==> config.mk <==
export PLATFORM = sky130hd
export DESIGN_NAME = priv_trap_sequencer_flat
export DESIGN_NICKNAME = d
export VERILOG_FILES = /design/src/rtl/priv_trap_sequencer_if.sv /design/src/rtl/priv_trap_sequencer.sv /design/src/flat_wrapper.sv
export SDC_FILE = /design/constraint.sdc
export NUM_CORES = 1
export LEC_CHECK = 0
export CAP_MARGIN = 20
export CORE_MARGIN = 8
export CORE_UTILIZATION = 41
export DETAILED_ROUTE_END_ITERATION = 8
export PLACE_DENSITY = 0.79
export SLEW_MARGIN = 15
export SYNTH_ARGS = -nofsm -noshare
export SYNTH_HDL_FRONTEND = slang
export SYNTH_SLANG_ARGS = --single-unit
==> constraint.sdc <==
create_clock -name CLK -period 6.2 [get_ports CLK]
set_clock_uncertainty 0.2 [all_clocks]
set_input_delay 1.55 -clock CLK [delete_from_list [all_inputs] [get_ports CLK]]
set_output_delay 1.55 -clock CLK [all_outputs]
set_load 0.02 [all_outputs]
==> src/rtl/priv_trap_sequencer_if.sv <==
// Handshake and CSR-update bundle between the pipeline/CSR file (master) and
// the machine-mode trap sequencer (slave).
interface priv_trap_sequencer_if;
    logic [15:0] exc_vec;
    logic [11:0] mip_in;
    logic [11:0] mie_in;
    logic        mstatus_mie;
    logic        mstatus_mpie;
    logic [31:0] epc_in;
    logic [31:0] tval_in;
    logic        mret_req;
    logic        pipe_clear;
    logic [31:0] mtvec_in;
    logic [31:0] mepc_in;
    logic [31:0] mcause_next;
    logic [31:0] mepc_next;
    logic [31:0] mtval_next;
    logic        mstatus_mie_next;
    logic        mstatus_mpie_next;
    logic        mcause_rup;
    logic        mepc_rup;
    logic        mtval_rup;
    logic        mstatus_rup;
    logic        insert_pc;
    logic [31:0] priv_pc;
    logic        trap_busy;

    modport master (
        output exc_vec, mip_in, mie_in, mstatus_mie, mstatus_mpie, epc_in, tval_in,
               mret_req, pipe_clear, mtvec_in, mepc_in,
        input  mcause_next, mepc_next, mtval_next, mstatus_mie_next, mstatus_mpie_next,
               mcause_rup, mepc_rup, mtval_rup, mstatus_rup, insert_pc, priv_pc, trap_busy
    );

    modport slave (
        input  exc_vec, mip_in, mie_in, mstatus_mie, mstatus_mpie, epc_in, tval_in,
               mret_req, pipe_clear, mtvec_in, mepc_in,
        output mcause_next, mepc_next, mtval_next, mstatus_mie_next, mstatus_mpie_next,
               mcause_rup, mepc_rup, mtval_rup, mstatus_rup, insert_pc, priv_pc, trap_busy
    );
endinterface

==> src/rtl/priv_trap_sequencer.sv <==
// Machine-mode trap/mret sequencer: picks the winning event, waits for the pipeline
// to drain, strobes the CSR updates for one cycle, then redirects fetch.
module priv_trap_sequencer #(
    parameter int XLEN        = 32,
    parameter bit VECTORED_EN = 1'b1
) (
    input logic                   CLK,
    input logic                   RST,
    priv_trap_sequencer_if.slave  bus
);
    typedef enum logic [2:0] {
        IDLE        = 3'd0,
        WAIT_CLEAR  = 3'd1,
        COMMIT      = 3'd2,
        MRET_COMMIT = 3'd3,
        REDIRECT    = 3'd4
    } state_t;

    localparam logic [15:0] EXC_MASK = 16'hBBFF;
    localparam logic [11:0] IRQ_MASK = 12'hBBB;
    localparam logic [3:0]  EXC_ORDER [14] = '{4'd12, 4'd1, 4'd2, 4'd0, 4'd11, 4'd9, 4'd8,
                                               4'd3, 4'd6, 4'd4, 4'd15, 4'd13, 4'd7, 4'd5};
    localparam logic [3:0]  IRQ_ORDER [9]  = '{4'd11, 4'd3, 4'd7, 4'd9, 4'd1, 4'd5, 4'd8,
                                               4'd0, 4'd4};

    // Walk from lowest to highest priority so the strongest request overwrites.
    function automatic logic [4:0] exc_code(input logic [15:0] req);
        logic [4:0] code;
        code = 5'd0;
        for (int i = 13; i >= 0; i--) begin
            if (req[EXC_ORDER[i]]) begin
                code = {1'b0, EXC_ORDER[i]};
            end else begin
                code = code;
            end
        end
        return code;
    endfunction

    function automatic logic [4:0] irq_code(input logic [11:0] req);
        logic [4:0] code;
        code = 5'd0;
        for (int i = 8; i >= 0; i--) begin
            if (req[IRQ_ORDER[i]]) begin
                code = {1'b0, IRQ_ORDER[i]};
            end else begin
                code = code;
            end
        end
        return code;
    endfunction

    state_t            state_q, state_d;
    logic [4:0]        code_q, code_d;
    logic              is_int_q, is_int_d;
    logic              mret_q, mret_d;
    logic [XLEN-1:0]   epc_q, epc_d;
    logic [31:0]       tval_q, tval_d;
    logic [31:0]       mcause_next_q, mcause_next_d;
    logic [XLEN-1:0]   mepc_next_q, mepc_next_d;
    logic [31:0]       mtval_next_q, mtval_next_d;
    logic              mie_next_q, mie_next_d;
    logic              mpie_next_q, mpie_next_d;
    logic              csr_rup_q, csr_rup_d;
    logic              mstatus_rup_q, mstatus_rup_d;
    logic              insert_pc_q, insert_pc_d;
    logic [31:0]       priv_pc_q, priv_pc_d;
    logic              trap_busy_q, trap_busy_d;

    logic [15:0]       exc_s;
    logic [11:0]       irq_s;
    logic [31:0]       trap_base_s;
    logic [31:0]       trap_target_s;

    // Next-state, latch and registered-output computation.
    always_comb begin
        exc_s         = bus.exc_vec & EXC_MASK;
        irq_s         = bus.mip_in & bus.mie_in & {12{bus.mstatus_mie}} & IRQ_MASK;
        trap_base_s   = {bus.mtvec_in[31:2], 2'b00};
        if (VECTORED_EN && (bus.mtvec_in[1:0] == 2'b01) && is_int_q) begin
            trap_target_s = trap_base_s + {25'd0, code_q, 2'b00};
        end else begin
            trap_target_s = trap_base_s;
        end

        state_d       = state_q;
        code_d        = code_q;
        is_int_d      = is_int_q;
        mret_d        = mret_q;
        epc_d         = epc_q;
        tval_d        = tval_q;

        case (state_q)
            IDLE: begin
                if (|exc_s) begin
                    code_d   = exc_code(exc_s);
                    is_int_d = 1'b0;
                    mret_d   = 1'b0;
                    epc_d    = bus.epc_in & 32'hFFFF_FFFC;
                    tval_d   = bus.tval_in;
                    state_d  = bus.pipe_clear ? COMMIT : WAIT_CLEAR;
                end else if (|irq_s) begin
                    code_d   = irq_code(irq_s);
                    is_int_d = 1'b1;
                    mret_d   = 1'b0;
                    epc_d    = bus.epc_in & 32'hFFFF_FFFC;
                    tval_d   = 32'd0;
                    state_d  = bus.pipe_clear ? COMMIT : WAIT_CLEAR;
                end else if (bus.mret_req) begin
                    mret_d   = 1'b1;
                    state_d  = bus.pipe_clear ? MRET_COMMIT : WAIT_CLEAR;
                end else begin
                    state_d  = IDLE;
                end
            end
            WAIT_CLEAR: begin
                if (bus.pipe_clear) begin
                    state_d = mret_q ? MRET_COMMIT : COMMIT;
                end else begin
                    state_d = WAIT_CLEAR;
                end
            end
            COMMIT:      state_d = REDIRECT;
            MRET_COMMIT: state_d = REDIRECT;
            REDIRECT:    state_d = IDLE;
            default:     state_d = IDLE;
        endcase

        // Outputs are registered, so they are derived from the state being entered.
        mcause_next_d = mcause_next_q;
        mepc_next_d   = mepc_next_q;
        mtval_next_d  = mtval_next_q;
        mie_next_d    = mie_next_q;
        mpie_next_d   = mpie_next_q;
        priv_pc_d     = priv_pc_q;
        csr_rup_d     = 1'b0;
        mstatus_rup_d = 1'b0;
        insert_pc_d   = 1'b0;
        trap_busy_d   = (state_d != IDLE);

        case (state_d)
            COMMIT: begin
                csr_rup_d     = 1'b1;
                mstatus_rup_d = 1'b1;
                mcause_next_d = {is_int_d, 26'd0, code_d};
                mepc_next_d   = epc_d;
                mtval_next_d  = tval_d;
                mpie_next_d   = bus.mstatus_mie;
                mie_next_d    = 1'b0;
            end
            MRET_COMMIT: begin
                mstatus_rup_d = 1'b1;
                mie_next_d    = bus.mstatus_mpie;
                mpie_next_d   = 1'b1;
            end
            REDIRECT: begin
                insert_pc_d = 1'b1;
                if (mret_q) begin
                    priv_pc_d = bus.mepc_in & 32'hFFFF_FFFC;
                end else begin
                    priv_pc_d = trap_target_s;
                end
            end
            default: begin
                insert_pc_d = 1'b0;
            end
        endcase
    end

    // Sequencer state, event latches and registered outputs.
    always_ff @(posedge CLK or posedge RST) begin
        if (RST) begin
            state_q       <= IDLE;
            code_q        <= 5'd0;
            is_int_q      <= 1'b0;
            mret_q        <= 1'b0;
            epc_q         <= '0;
            tval_q        <= 32'd0;
            mcause_next_q <= 32'd0;
            mepc_next_q   <= '0;
            mtval_next_q  <= 32'd0;
            mie_next_q    <= 1'b0;
            mpie_next_q   <= 1'b0;
            csr_rup_q     <= 1'b0;
            mstatus_rup_q <= 1'b0;
            insert_pc_q   <= 1'b0;
            priv_pc_q     <= 32'd0;
            trap_busy_q   <= 1'b0;
        end else begin
            state_q       <= state_d;
            code_q        <= code_d;
            is_int_q      <= is_int_d;
            mret_q        <= mret_d;
            epc_q         <= epc_d;
            tval_q        <= tval_d;
            mcause_next_q <= mcause_next_d;
            mepc_next_q   <= mepc_next_d;
            mtval_next_q  <= mtval_next_d;
            mie_next_q    <= mie_next_d;
            mpie_next_q   <= mpie_next_d;
            csr_rup_q     <= csr_rup_d;
            mstatus_rup_q <= mstatus_rup_d;
            insert_pc_q   <= insert_pc_d;
            priv_pc_q     <= priv_pc_d;
            trap_busy_q   <= trap_busy_d;
        end
    end

    assign bus.mcause_next       = mcause_next_q;
    assign bus.mepc_next         = mepc_next_q;
    assign bus.mtval_next        = mtval_next_q;
    assign bus.mstatus_mie_next  = mie_next_q;
    assign bus.mstatus_mpie_next = mpie_next_q;
    assign bus.mcause_rup        = csr_rup_q;
    assign bus.mepc_rup          = csr_rup_q;
    assign bus.mtval_rup         = csr_rup_q;
    assign bus.mstatus_rup       = mstatus_rup_q;
    assign bus.insert_pc         = insert_pc_q;
    assign bus.priv_pc           = priv_pc_q;
    assign bus.trap_busy         = trap_busy_q;
endmodule

==> src/flat_wrapper.sv <==
// flat-port wrapper written by rule: the top's interface ports become plain ports
module priv_trap_sequencer_flat 
#(
    parameter int XLEN        = 32,
    parameter bit VECTORED_EN = 1'b1
)
  (CLK, RST, bus_exc_vec, bus_mip_in, bus_mie_in, bus_mstatus_mie, bus_mstatus_mpie, bus_epc_in, bus_tval_in, bus_mret_req, bus_pipe_clear, bus_mtvec_in, bus_mepc_in, bus_mcause_next, bus_mepc_next, bus_mtval_next, bus_mstatus_mie_next, bus_mstatus_mpie_next, bus_mcause_rup, bus_mepc_rup, bus_mtval_rup, bus_mstatus_rup, bus_insert_pc, bus_priv_pc, bus_trap_busy);
  priv_trap_sequencer_if bus_i ();
  input logic CLK;
  input logic RST;
  input wire logic [$bits(bus_i.exc_vec)-1:0] bus_exc_vec;
  input wire logic [$bits(bus_i.mip_in)-1:0] bus_mip_in;
  input wire logic [$bits(bus_i.mie_in)-1:0] bus_mie_in;
  input wire logic [$bits(bus_i.mstatus_mie)-1:0] bus_mstatus_mie;
  input wire logic [$bits(bus_i.mstatus_mpie)-1:0] bus_mstatus_mpie;
  input wire logic [$bits(bus_i.epc_in)-1:0] bus_epc_in;
  input wire logic [$bits(bus_i.tval_in)-1:0] bus_tval_in;
  input wire logic [$bits(bus_i.mret_req)-1:0] bus_mret_req;
  input wire logic [$bits(bus_i.pipe_clear)-1:0] bus_pipe_clear;
  input wire logic [$bits(bus_i.mtvec_in)-1:0] bus_mtvec_in;
  input wire logic [$bits(bus_i.mepc_in)-1:0] bus_mepc_in;
  output wire logic [$bits(bus_i.mcause_next)-1:0] bus_mcause_next;
  output wire logic [$bits(bus_i.mepc_next)-1:0] bus_mepc_next;
  output wire logic [$bits(bus_i.mtval_next)-1:0] bus_mtval_next;
  output wire logic [$bits(bus_i.mstatus_mie_next)-1:0] bus_mstatus_mie_next;
  output wire logic [$bits(bus_i.mstatus_mpie_next)-1:0] bus_mstatus_mpie_next;
  output wire logic [$bits(bus_i.mcause_rup)-1:0] bus_mcause_rup;
  output wire logic [$bits(bus_i.mepc_rup)-1:0] bus_mepc_rup;
  output wire logic [$bits(bus_i.mtval_rup)-1:0] bus_mtval_rup;
  output wire logic [$bits(bus_i.mstatus_rup)-1:0] bus_mstatus_rup;
  output wire logic [$bits(bus_i.insert_pc)-1:0] bus_insert_pc;
  output wire logic [$bits(bus_i.priv_pc)-1:0] bus_priv_pc;
  output wire logic [$bits(bus_i.trap_busy)-1:0] bus_trap_busy;
  assign bus_i.exc_vec = bus_exc_vec;
  assign bus_i.mip_in = bus_mip_in;
  assign bus_i.mie_in = bus_mie_in;
  assign bus_i.mstatus_mie = bus_mstatus_mie;
  assign bus_i.mstatus_mpie = bus_mstatus_mpie;
  assign bus_i.epc_in = bus_epc_in;
  assign bus_i.tval_in = bus_tval_in;
  assign bus_i.mret_req = bus_mret_req;
  assign bus_i.pipe_clear = bus_pipe_clear;
  assign bus_i.mtvec_in = bus_mtvec_in;
  assign bus_i.mepc_in = bus_mepc_in;
  assign bus_mcause_next = bus_i.mcause_next;
  assign bus_mepc_next = bus_i.mepc_next;
  assign bus_mtval_next = bus_i.mtval_next;
  assign bus_mstatus_mie_next = bus_i.mstatus_mie_next;
  assign bus_mstatus_mpie_next = bus_i.mstatus_mpie_next;
  assign bus_mcause_rup = bus_i.mcause_rup;
  assign bus_mepc_rup = bus_i.mepc_rup;
  assign bus_mtval_rup = bus_i.mtval_rup;
  assign bus_mstatus_rup = bus_i.mstatus_rup;
  assign bus_insert_pc = bus_i.insert_pc;
  assign bus_priv_pc = bus_i.priv_pc;
  assign bus_trap_busy = bus_i.trap_busy;
  priv_trap_sequencer #(.XLEN(XLEN), .VECTORED_EN(VECTORED_EN)) u_core (.CLK(CLK), .RST(RST), .bus(bus_i));
endmodule
# Word level (Yosys, flattened, before mapping)
# Index checks and enable logic that the tools add are counted.
[word_totals]
out_inout_bits = 136
ff_bits = 182
inputBits = 174
word_cells = 89
[op_classes]
n_reduce_logical = 10
n_bitwise = 2
eq_ne = 7
mux = 53
add_sub_neg = 1
[ops]
columns = ["operator", "count"]
rows = [
  ["32-bit 2-to-1 mux", 8],
  ["4-bit 2-to-1 mux", 19],
  ["32-bit by 7-bit adder with 32-bit output", 1],
  ["12-bit AND", 2],
  ["3-bit 2-to-1 mux", 8],
  ["5-bit 2-to-1 mux", 3],
  ["14-bit OR reduction", 1],
  ["3-bit by 2-bit equality test with 1-bit output (second input constant)", 4],
  ["1-bit 2-to-1 mux", 10],
  ["3-bit case mux with 3 select lines", 1],
  ["9-bit OR reduction", 1],
  ["3-bit nonzero test", 2],
  ["2-bit 2-to-1 mux", 2],
  ["1-bit case mux with 2 select lines", 2],
  ["2-bit OR reduction", 2],
  ["3-bit by 1-bit equality test with 1-bit output (second input constant)", 1],
  ["3-bit equality test (second input constant)", 1],
  ["3-bit zero test", 1],
  ["2-bit by 1-bit equality test with 1-bit output (second input constant)", 1],
  ["2-bit AND reduction", 1],
  ["2-bit nonzero test", 1],
  ["1-bit logical AND", 1],
]

# Depth between registers and ports, before layout
# Gate-level depths: netlist (run 1).
[depth]
depth_word = 16
depth_mapped = 9
mapped_depth_nobuf = 8

# Worst setup path after synthesis (run 1)
# No wires, ideal clock.
[synth_timing]
path_type = "input to register"
startpoint = "in bus_mtvec_in[2]"
endpoint = "reg u_core.priv_pc_q[10] (netlist: u_core.bus.priv_pc[10])"
stages = 9
n_path_buf = 1
arrival_time_ps = 3350
path_slack_ps = 2523
setup_ps = 127
required_ps = 5873
path_cell_list = "ha_1 > fa_1 > a21o_1 > a21o_1 > a21oi_1 > clkbuf_1 > nor4b_1 > mux2i_1 > nand3_1"
[synth_via]
elab_chain_cells = 3
[synth_rtl]
columns = ["element", "line", "text"]
rows = [
  ["from (decl)", "flat_wrapper.sv:20", "input wire logic [$bits(bus_i.mtvec_in)-1:0] bus_mtvec_in;"],
  ["32-bit by 7-bit adder with 32-bit output", "priv_trap_sequencer.sv:81", "trap_target_s = trap_base_s + {25'd0, code_q, 2'b00};"],
  ["32-bit 2-to-1 mux", "priv_trap_sequencer.sv:80", "if (VECTORED_EN && (bus.mtvec_in[1:0] == 2'b01) && is_int_q) begin"],
  ["32-bit 2-to-1 mux", "priv_trap_sequencer.sv:158", "if (mret_q) begin"],
  ["to (signal assigned)", "priv_trap_sequencer.sv:204", "priv_pc_q <= priv_pc_d;"],
  ["to (decl)", "priv_trap_sequencer.sv:67", "logic [31:0] priv_pc_q, priv_pc_d;"],
]
# No other way between the ends.
# A chain may end at the register's enable or synchronous reset.

# Worst setup path in the final report (run 1)
[layout_timing]
startpoint = "in bus_exc_vec[5]"
endpoint = "reg u_core.mtval_next_q[10] (netlist: u_core.bus.mtval_next[10])"
[layout_via]
elab_chain_cells = 4
word_cells_on_any_way = 6
classes_between = "1 x eq/ne; 4 x mux; 1 x reduce/logical"
[layout_rtl]
columns = ["element", "line", "text"]
rows = [
  ["from (decl)", "flat_wrapper.sv:11", "input wire logic [$bits(bus_i.exc_vec)-1:0] bus_exc_vec;"],
  ["14-bit OR reduction (*)", "priv_trap_sequencer.sv:95", "if (|exc_s) begin"],
  ["3-bit 2-to-1 mux", "priv_trap_sequencer.sv:95", ""],
  ["3-bit case mux with 3 select lines", "priv_trap_sequencer.sv:93", "case (state_q)"],
  ["3-bit by 2-bit equality test with 1-bit output", "priv_trap_sequencer.sv:141", "case (state_d)"],
  ["to (signal assigned)", "priv_trap_sequencer.sv:198", "mtval_next_q <= mtval_next_d;"],
  ["to (decl)", "priv_trap_sequencer.sv:61", "logic [31:0] mtval_next_q, mtval_next_d;"],
]
# Every way passes the cells marked *; elsewhere a longest branch is shown, timed or not.

==> results of run 1 <==
-- worst max path at each step --
stage / endpoint / slack, ns / cells past startpoint
3_3_place_gp: u_core.bus.mtval_next[7] / 1.43 / 8
6_report: u_core.bus.mtval_next[10] / 1.86 / 8
3_5_place_dp: u_core.bus.mtval_next[10] / 1.40 / 8
4_1_cts: u_core.bus.mtval_next[10] / 1.86 / 8
5_1_grt: u_core.bus.mtval_next[13] / 1.73 / 8
2_1_floorplan: u_core.bus.insert_pc / 2.14 / 1
-- sequential cells by signal (all words and copies together) (netlist names) --
name,cells
u_core.bus.mepc_next,32
u_core.bus.mtval_next,32
u_core.epc_q,32
u_core.tval_q,32
u_core.bus.priv_pc,30
u_core.bus.mcause_next,6
u_core.code_q,5
u_core.state_q,3
u_core.bus.insert_pc,1
u_core.bus.mcause_rup,1
u_core.bus.mstatus_mie_next,1
u_core.bus.mstatus_mpie_next,1
u_core.bus.mstatus_rup,1
u_core.bus.trap_busy,1
u_core.is_int_q,1
u_core.mret_q,1
-- metrics by stage --
step,instances,area (um^2)
3_3_place_gp,1219,11400
5_1_grt,1251,12000
4_1_cts,1251,12000
6_report,1251,12000
2_1_floorplan,734,8740
3_5_place_dp,1219,11400
-- per-layer routing --
metal	wire length (um)	vias up	share of wire [%]
met3	2510	25	10
met1	10600	3157	43
met5	0	-	0
met2	11200	281	45
li1	-	3033	-
met4	431	0	1.7
-- cell families (layout without fill, tap and decap cells) --
group	after synthesis	after routing	share of synthesized area, %
mux	111	111	17.3
flops	180	180	52.2
fa+ha+maj	6	6	0.956
other cells	1	28	0.0434
compound gates	119	119	10.0
buf+inv	83	325	6.22
xor+xnor	11	11	1.12
simple gates	196	196	12.2
-- cell usage after synthesis, types with 6 or more instances --
master,instances
a21oi_1,24
a22o_1,33
and2_1,6
and3_1,21
buf_4,31
clkbuf_1,30
dfrtp_1,180
inv_1,10
mux2_2,31
mux2_4,69
mux2i_1,11
nand2_1,38
nand3_1,37
nand4_1,9
nor2_1,26
nor3_1,26
nor4_1,9
o21ai_0,18
o22ai_1,7
xnor2_1,11
-- critical path: cells and delay by family --
| kind | cells | cell delay, ns |
|---|---|---|
| muxes | 1 | 0.32 |
| and+or+nand+nor | 4 | 1.52 |
| AOI/OAI and AO/OA | 1 | 0.21 |
| buffers and inverters | 2 | 0.81 |
-- report_power, final --
group	switching [uW]	internal (uW)
Clock	517	553
Sequential	256	1670
Combinational	1150	1250
-- layout make-up --
class	instances	area [um^2]	share of cell area (%)
Clock buffer	18	439	3.65
Multi-Input combinational cell	471	3700	30.8
Timing Repair Buffer	283	2840	23.6
Clock inverter	14	159	1.32
Tap cell	275	344	2.86
Inverter	10	41.3	0.343
Sequential cell	180	4500	37.5
==> impl_metrics.py, run 1 <==
metrics = {
    "status": {
        "status": "completed",
    },
    "yosys": {
        "async_flop_share_pct": 100,
        "synth.top_cells.by_area": "dfrtp_1 52%, mux2_4 12%, mux2_2 4.0%",
        "yosys_register_bits": 180,
        "synth_top_flop_cell": "dfrtp_1",
        "yosysSeqAreaShare_pct": 52.2,
        "synth_top_cell_by_area": "dfrtp_1",
        "synth-edff-count": 0,
        "synthesis.area_um2": 8630,
        "yosys_warnings": 0,
        "synth_top_area_share_pct": 52.2,
        "syn_avg_cell_area_um2": 12.2,
        "synth.distinct_cells": 65,
        "syn_inst": 707,
    },
    "pwr": {
        "power_density_nw_per_um2": 449,
        "power.total_uw": 5400,
        "p_leak_uw": 0.00517,
        "ir_drop_uv": 273,
    },
    "worst_hold_path": {
        "hold_depth": 2,
        "min_from": "u_core.bus.priv_pc[5]",
        "whs_endpoint": "u_core.bus.priv_pc[5]",
        "hp-class": "flop to flop",
    },
    "placement": {
        "dp_slack_ns": 1.40,
        "dp_hpwl_um": 17900,
        "routabilityCongestion": 0.870,
        "port_buffers": 269,
    },
    "clock_tree": {
        "cts_setup_buffers": 0,
        "clockBufferDepth": 2,
        "cts_made_buffers": 17,
        "cts-resized-gates": 0,
        "htreeDepth": 4,
        "numClockSinks": 180,
        "cts_tree": "done",
        "postCtsHoldBufs": 0,
        "clk_latency_ns": 0.42,
        "root_buffer": "clkbuf_16",
        "clk_pin_slew_ns": 0.08,
    },
    "global_routing": {
        "antenna_found_initial": 0,
        "grt_pass1_wl_um": 38500,
        "grt.total_usage_pct": 18.7,
        "met1_usage_pct": 23.2,
        "grt_pass1_vias": 6816,
        "met3_usage_pct": 7.99,
        "grt-busiest-layer": "met2",
        "gr-total-overflow": 0,
        "grt_max_degree": 181,
        "use_met2_pct": 29.0,
    },
    "cells_and_area": {
        "num-fill-cells": 1756,
        "diodes": 0,
        "layout_common_cells": "269 x clkdlybuf4s50_1, 180 x dfrtp_1, 69 x mux2_4",
        "drive_above_1_share_pct": 16.2,
        "synthToLayoutAreaGrowth_pct": 39.3,
        "final_common_cell": "clkdlybuf4s50_1",
        "finalCoreUtilization_pct": 57.8,
        "nets": 1143,
    },
    "routing": {
        "drtPass1Iterations": 5,
        "vias_per_cell": 5.19,
        "num_vias": 6496,
        "drtIter0Drc": 425,
        "drc": 0,
        "final_antenna_net_count": 0,
        "wl_per_cell_um": 19.8,
        "postRouteWirelength_um": 24800,
    },
    "critical_path": {
        "cp_slowest_cell": "and2_4",
        "worstSetupStartpointType": "input port",
        "endpoint_kind": "flop",
        "timing.critical_path.from": "bus_exc_vec[5]",
        "worstPathMaxFanout": 25,
        "reg2reg_to": "u_core.bus.mtval_next[10]",
        "cp.arrival_ns": 4.44,
        "critical_path_class": "input port to flop",
        "reg2reg_slack_ns": 3.44,
        "rr_worst_depth": 7,
        "rr_startpoint": "u_core.state_q[2]",
        "crit_path_cell_trace": "clkdlybuf4s50_1 > nor4_4 > and4_1 > a311o_1 > and3_1 > and2_4 > buf_4 > mux2_4",
        "worstPathRequired_ns": 6.30,
        "critPathMaxStageDelay_ns": 0.51,
    },
    "floorplan": {
        "num_rows": 53,
        "die_x_um": 161,
        "dieArea_um2": 26000,
        "ios": 310,
        "die_h_um": 161,
        "core_area_um2": 20800,
        "start_util_pct": 41.5,
    },
    "sta": {
        "hold_ws_ns": 0.280,
        "setup_ws_ns": 1.86,
        "hold_viol": 0,
        "fmax_ghz": 0.231,
        "worst_pin_slew_ns": 1.00,
        "fin_tns_setup_ns": 0,
        "fin_crit_ns": 4.34,
        "setup_viol": 0,
        "drv_slew": 0,
        "rsz0062_at_grt": "false",
        "slew-limit-headroom_pct": 33.3,
        "finalCritPeriodShare_pct": 70.0,
    },
    "job": {
        "cap_violations": 0,
    },
}
No activity file was read; power rests on OpenSTA's default activity.
==> inputs of run 2 (changes only) <==
==> constraint.sdc (replaced) <==
create_clock -name CLK -period 3.6 [get_ports CLK]
set_clock_uncertainty 0.2 [all_clocks]
set_input_delay 0.9 -clock CLK [delete_from_list [all_inputs] [get_ports CLK]]
set_output_delay 0.9 -clock CLK [all_outputs]
set_load 0.02 [all_outputs]
==> run 2 against run 1 <==
  * Power increased by 75%
  * Critical path depth stayed put
  * Flip-flop and latch count is the same
  * Register-to-register slack worse by 2.5 ns
  * Clock-buffer cell count down 1
  * Combinational power rose by 75%
  * Sequential share of layout area shrank 0.99 points
  * Via count increased by 1.9%
  * Non-clock buffer count increased by 27
  * Critical endpoint is now u_core.bus.mcause_next[2]
==> impl_metrics.py, run 2 (synthesized netlist as in run 1, its figures left out) <==
metrics = {
    "pwr": {
        "power_density_nw_per_um2": 766,
        "p_sw_uw": 3390,
        "p_leak_uw": 0.00535,
        "ir_drop_uv": 433,
        "p_int_uw": 6070,
        "power.total_uw": 9460,
        "combPwrFrac_pct": 44.4,
        "netSwitchingFraction_pct": 35.9,
        "p_seq_share_pct": 35.1,
        "pwr-share-clk_pct": 20.5,
    },
    "routing": {
        "vias_per_cell": 5.18,
        "drtIter0Drc": 344,
        "final_antenna_net_count": 0,
        "drc": 0,
        "drtPass1Iterations": 6,
        "num_vias": 6617,
        "postRouteWirelength_um": 25200,
        "wl_per_cell_um": 19.7,
    },
    "sta": {
        "setup_ws_ns": 0.389,
        "slew-limit-headroom_pct": 54.8,
        "hold_ws_ns": 0.283,
        "drv_slew": 0,
        "worst_pin_slew_ns": 0.676,
        "rsz0062_at_grt": "false",
        "hold_viol": 0,
        "finalCritPeriodShare_pct": 89.2,
        "fmax_ghz": 0.311,
        "setup_viol": 0,
        "fin_crit_ns": 3.21,
    },
    "clock_tree": {
        "numClockSinks": 180,
        "clk_pin_slew_ns": 0.08,
        "root_buffer": "clkbuf_16",
        "cts-resized-gates": 0,
        "cts_made_buffers": 17,
        "cts_tree": "done",
        "clk_latency_ns": 0.42,
        "clockBufferDepth": 2,
        "cts_setup_buffers": 0,
        "htreeDepth": 4,
        "postCtsHoldBufs": 0,
    },
    "cells_and_area": {
        "stdcell_area_um2": 12400,
        "diodes": 0,
        "synthToLayoutAreaGrowth_pct": 43.1,
        "nets": 1170,
        "drive_above_1_share_pct": 18.4,
        "final_common_cell": "clkdlybuf4s50_1",
        "layout_common_cells": "269 x clkdlybuf4s50_1, 180 x dfrtp_1, 69 x mux2_4",
    },
    "floorplan": {
        "start_util_pct": 41.5,
        "num_rows": 53,
        "die_x_um": 161,
        "dieArea_um2": 26000,
        "ios": 310,
        "core_area_um2": 20800,
        "die_h_um": 161,
    },
    "global_routing": {
        "grt_pass1_wl_um": 39500,
        "met3_usage_pct": 8.35,
        "met1_usage_pct": 23.7,
        "grt.total_usage_pct": 19.1,
        "gr-total-overflow": 0,
        "grt-busiest-layer": "met2",
        "grt_pass1_vias": 6936,
        "grt_max_degree": 52,
        "use_met2_pct": 30.0,
        "antenna_found_initial": 1,
    },
    "placement": {
        "dp_slack_ns": -0.0313,
        "dp_hpwl_um": 19100,
        "routabilityCongestion": 0.879,
        "place_area_um2": 11700,
        "port_buffers": 269,
    },
    "critical_path": {
        "crit_cells": 8,
        "cp.arrival_ns": 3.31,
        "critPathMaxStageDelay_ns": 0.50,
        "critical_path_class": "input port to flop",
        "cp_top_family": "simple AND/OR/NAND/NOR gates",
        "crit_path_cell_trace": "clkdlybuf4s50_1 > nor4_2 > and4_1 > nand3_4 > o311a_4 > and2_4 > buf_4 > mux2_4",
        "worstPathMaxFanout": 7,
        "worstSetupStartpointType": "input port",
        "cp_slowest_cell": "clkdlybuf4s50_1",
        "worstPathRequired_ns": 3.70,
        "rr_worst_depth": 9,
        "endpoint_kind": "flop",
        "crit_buf_inv": 2,
    },
    "status": {
        "status": "completed",
    },
    "job": {
        "cap_violations": 0,
    },
    "worst_hold_path": {
        "hold_depth": 2,
        "hp-class": "flop to flop",
    },
}
run 2: cell count changes in the layout (fill, tap and decap cells not counted), sizes merged:
cell	change
inv	+3
buf	+27
clkbuf	-1
clkinvlp	-2
run 2: final timing paths:
check	startpoint	to	slack, ns
min in group asynchronous	RST	u_core.tval_q[20]	0.72
max in group asynchronous	RST	u_core.bus.priv_pc[20]	1.84
worst min-delay path	u_core.bus.priv_pc[5]	u_core.bus.priv_pc[5]	0.28
worst min register to register	u_core.bus.priv_pc[5]	u_core.bus.priv_pc[5]	0.28
worst max-delay path	bus_exc_vec[3]	u_core.bus.mcause_next[2]	0.39
worst max register to register	u_core.code_q[0]	u_core.bus.priv_pc[8]	0.96
run 2: tightest hold or removal path, cell delays in order (launching register included):
cell	delay, ns
dfrtp_1	0.35
nand2_1	0.05
o21ai_0	0.06
run 2: area by class of cell:
type | instances | area, um^2
Tap cell | 275 | 344
Clock inverter | 15 | 209
Fill cell | 1741 | 8470
Sequential cell | 180 | 4500
Timing Repair Buffer | 310 | 3130
Multi-Input combinational cell | 471 | 3700
Inverter | 10 | 41.3
Clock buffer | 17 | 425
run 2: power by group through the flow:
stage,Sequential (uW),Clock (uW),Combinational (uW)
final,3320,1940,4200
after global routing,3420,2080,4470
after CTS,3330,1990,4250
after detailed placement,3330,0,4250
after global placement,3320,0,4160
after floorplan,3930,0,1770
run 2: layer usage:
layer	share of wire (%)	up-vias
met4	1.5	2
li1	-	3089
met3	11	20
met2	46	278
met1	42	3228
met5	0.052	-
run 2: per-stage QoR:
stage | setup TNS, ns | utilization (%) | cells
5_1_grt | 0 | 59.3 | 1278
3_5_place_dp | -0.727 | 56.3 | 1246
3_3_place_gp | 0 | 56.3 | 1246
6_report | 0 | 59.3 | 1278
2_1_floorplan | 0 | - | 734
4_1_cts | 0 | 59.3 | 1278
==> inputs of run 3 (changes only) <==
--- a/config.mk
+++ b/config.mk
@@ -6,10 +6,12 @@
 export NUM_CORES = 1
 export LEC_CHECK = 0
 export CAP_MARGIN = 20
+export CORE_ASPECT_RATIO = 0.6
 export CORE_MARGIN = 8
 export CORE_UTILIZATION = 41
 export DETAILED_ROUTE_END_ITERATION = 8
-export PLACE_DENSITY = 0.79
+export PLACE_DENSITY = 0.88
+export REMOVE_ABC_BUFFERS = 1
 export SLEW_MARGIN = 15
 export SYNTH_ARGS = -nofsm -noshare
 export SYNTH_HDL_FRONTEND = slang
==> run 3 against run 2 <==
  * Die area rose by 0.59%
  * Design area rose by 0.34%
  * Final cell count rose by 1.3%
  * Via count rose by 2.6%
  * Non-clock buffer count rose by 14
  * Power rose by 0.34%
  * Clock power fell by 3%
  * Setup slack got worse by 0.093 ns
  * Clock-buffer cell count rose by 2
  * Worst hold slack improved by 0.0027 ns
  * Critical path type unchanged
  * Largest cell class unchanged
  * Largest power group unchanged
==> impl_metrics.py, run 3 (synthesized netlist as in run 1, its figures left out) <==
metrics = {
    "sta": {
        "worst_pin_slew_ns": 0.926,
        "drv_slew": 0,
        "finalCritPeriodShare_pct": 91.8,
        "fmax_ghz": 0.303,
        "rsz0062_at_grt": "false",
        "hold_ws_ns": 0.286,
        "fin_crit_ns": 3.30,
        "setup_viol": 0,
        "fin_tns_setup_ns": 0,
        "slew-limit-headroom_pct": 38.1,
        "hold_viol": 0,
    },
    "cells_and_area": {
        "layout_common_cells": "269 x clkdlybuf4s50_1, 180 x dfrtp_1, 69 x mux2_4",
        "multiInputGateArea_um2": 3710,
        "synthToLayoutAreaGrowth_pct": 43.5,
        "nets": 1184,
        "drive_above_1_share_pct": 19.2,
        "diodes": 0,
        "ff_latch_area_um2": 4500,
        "final_common_cell": "clkdlybuf4s50_1",
        "num-fill-cells": 1712,
    },
    "floorplan": {
        "die_h_um": 128,
        "dieArea_um2": 26100,
        "core_area_um2": 20800,
        "num_rows": 41,
        "ios": 310,
        "die_x_um": 203,
        "start_util_pct": 41.5,
    },
    "global_routing": {
        "antenna_found_initial": 0,
        "grt_pass1_vias": 7103,
        "met1_usage_pct": 27.3,
        "grt.total_usage_pct": 20.3,
        "grt-busiest-layer": "met2",
        "met3_usage_pct": 6.12,
        "grt_max_degree": 58,
        "grt_pass1_wl_um": 41500,
        "gr-total-overflow": 0,
        "use_met2_pct": 31.6,
    },
    "critical_path": {
        "cp_top_family": "simple AND/OR/NAND/NOR gates",
        "critPathMaxStageDelay_ns": 0.50,
        "cp_slowest_cell": "and4_1",
        "crit_buf_inv": 2,
        "reg2reg_slack_ns": 0.88,
        "endpoint_kind": "flop",
        "worstPathRequired_ns": 3.70,
        "worstPathMaxFanout": 21,
        "cp.arrival_ns": 3.41,
        "critical_path_class": "input port to flop",
        "worstSetupStartpointType": "input port",
        "crit_path_cell_trace": "clkdlybuf4s50_1 > nor3_1 > and4_1 > a311o_1 > and3_1 > and2_4 > buf_12 > mux2_4",
    },
    "worst_hold_path": {
        "hp-class": "flop to flop",
    },
    "pwr": {
        "power.total_uw": 9490,
        "power_density_nw_per_um2": 766,
        "ir_drop_uv": 547,
        "p_leak_uw": 0.00538,
    },
    "routing": {
        "vias_per_cell": 5.25,
        "drtPass1Iterations": 5,
        "final_antenna_net_count": 0,
        "wl_per_cell_um": 20.8,
        "drtIter0Drc": 518,
        "drc": 0,
        "num_vias": 6789,
        "postRouteWirelength_um": 27000,
    },
    "clock_tree": {
        "htreeDepth": 4,
        "cts_tree": "done",
        "cts-resized-gates": 0,
        "postCtsHoldBufs": 0,
        "root_buffer": "clkbuf_16",
        "clk_latency_ns": 0.43,
        "numClockSinks": 180,
        "cts_setup_buffers": 0,
        "clockBufferDepth": 2,
        "clk_pin_slew_ns": 0.07,
        "cts_made_buffers": 17,
    },
    "placement": {
        "dp_hpwl_um": 20500,
        "port_buffers": 269,
        "routabilityCongestion": 0.911,
    },
    "job": {
        "cap_violations": 0,
    },
    "status": {
        "status": "completed",
    },
}
-- run 3: power by group --
group / total, uW / switching [uW] / internal (uW)
logic: 4260 / 2030 / 2230
clock network: 1890 / 800 / 1090
registers: 3340 / 463 / 2880
-- run 3: area by class of cell --
type	count	area share [%]
repair buffers	324	25.9
multi-input cells	471	29.9
well taps	279	2.82
flip-flops and latches	180	36.3
inverters	10	0.343
clock buffers	19	3.49
clock inverters	11	1.23
-- run 3: routing by layer --
layer / share of wire [%] / routed length (um)
met1: 44 / 12000
met3: 8.4 / 2270
met4: 1.4 / 388
met2: 46 / 12300
met5: 0 / 0
-- run 3: worst register-to-register path, stage by stage (launching register included) --
cell and delay, ns:
dfrtp_1 0.42, ha_1 0.23, fa_1 0.43, a21o_1 0.17
a21o_1 0.19, a21oi_1 0.14, buf_4 0.18, nor4b_1 0.09
mux2i_1 0.29, buf_4 0.17, nand3_1 0.08
-- run 3: final timing paths --
path,to,cells after the start,startpoint
min in group asynchronous,u_core.bus.priv_pc[26],2,RST
min reg2reg,u_core.epc_q[1],1,u_core.epc_q[1]
max,u_core.bus.mtval_next[1],8,bus_exc_vec[9]
max reg2reg,u_core.bus.priv_pc[12],10,u_core.code_q[0]
min,u_core.epc_q[1],1,u_core.epc_q[1]
max in group asynchronous,u_core.epc_q[8],3,RST
-- run 3: per-stage QoR --
stage,std cells,setup WS [ns],instance area [um^2],util [%]
final,1294,0.296,12400,59.5
after global routing,1294,0.208,12400,59.5
after CTS,1294,0.307,12400,59.5
after detailed placement,1264,-0.129,11800,56.7
after global placement,1264,-0.162,11800,56.7
after floorplan,661,-2.39,8240,-
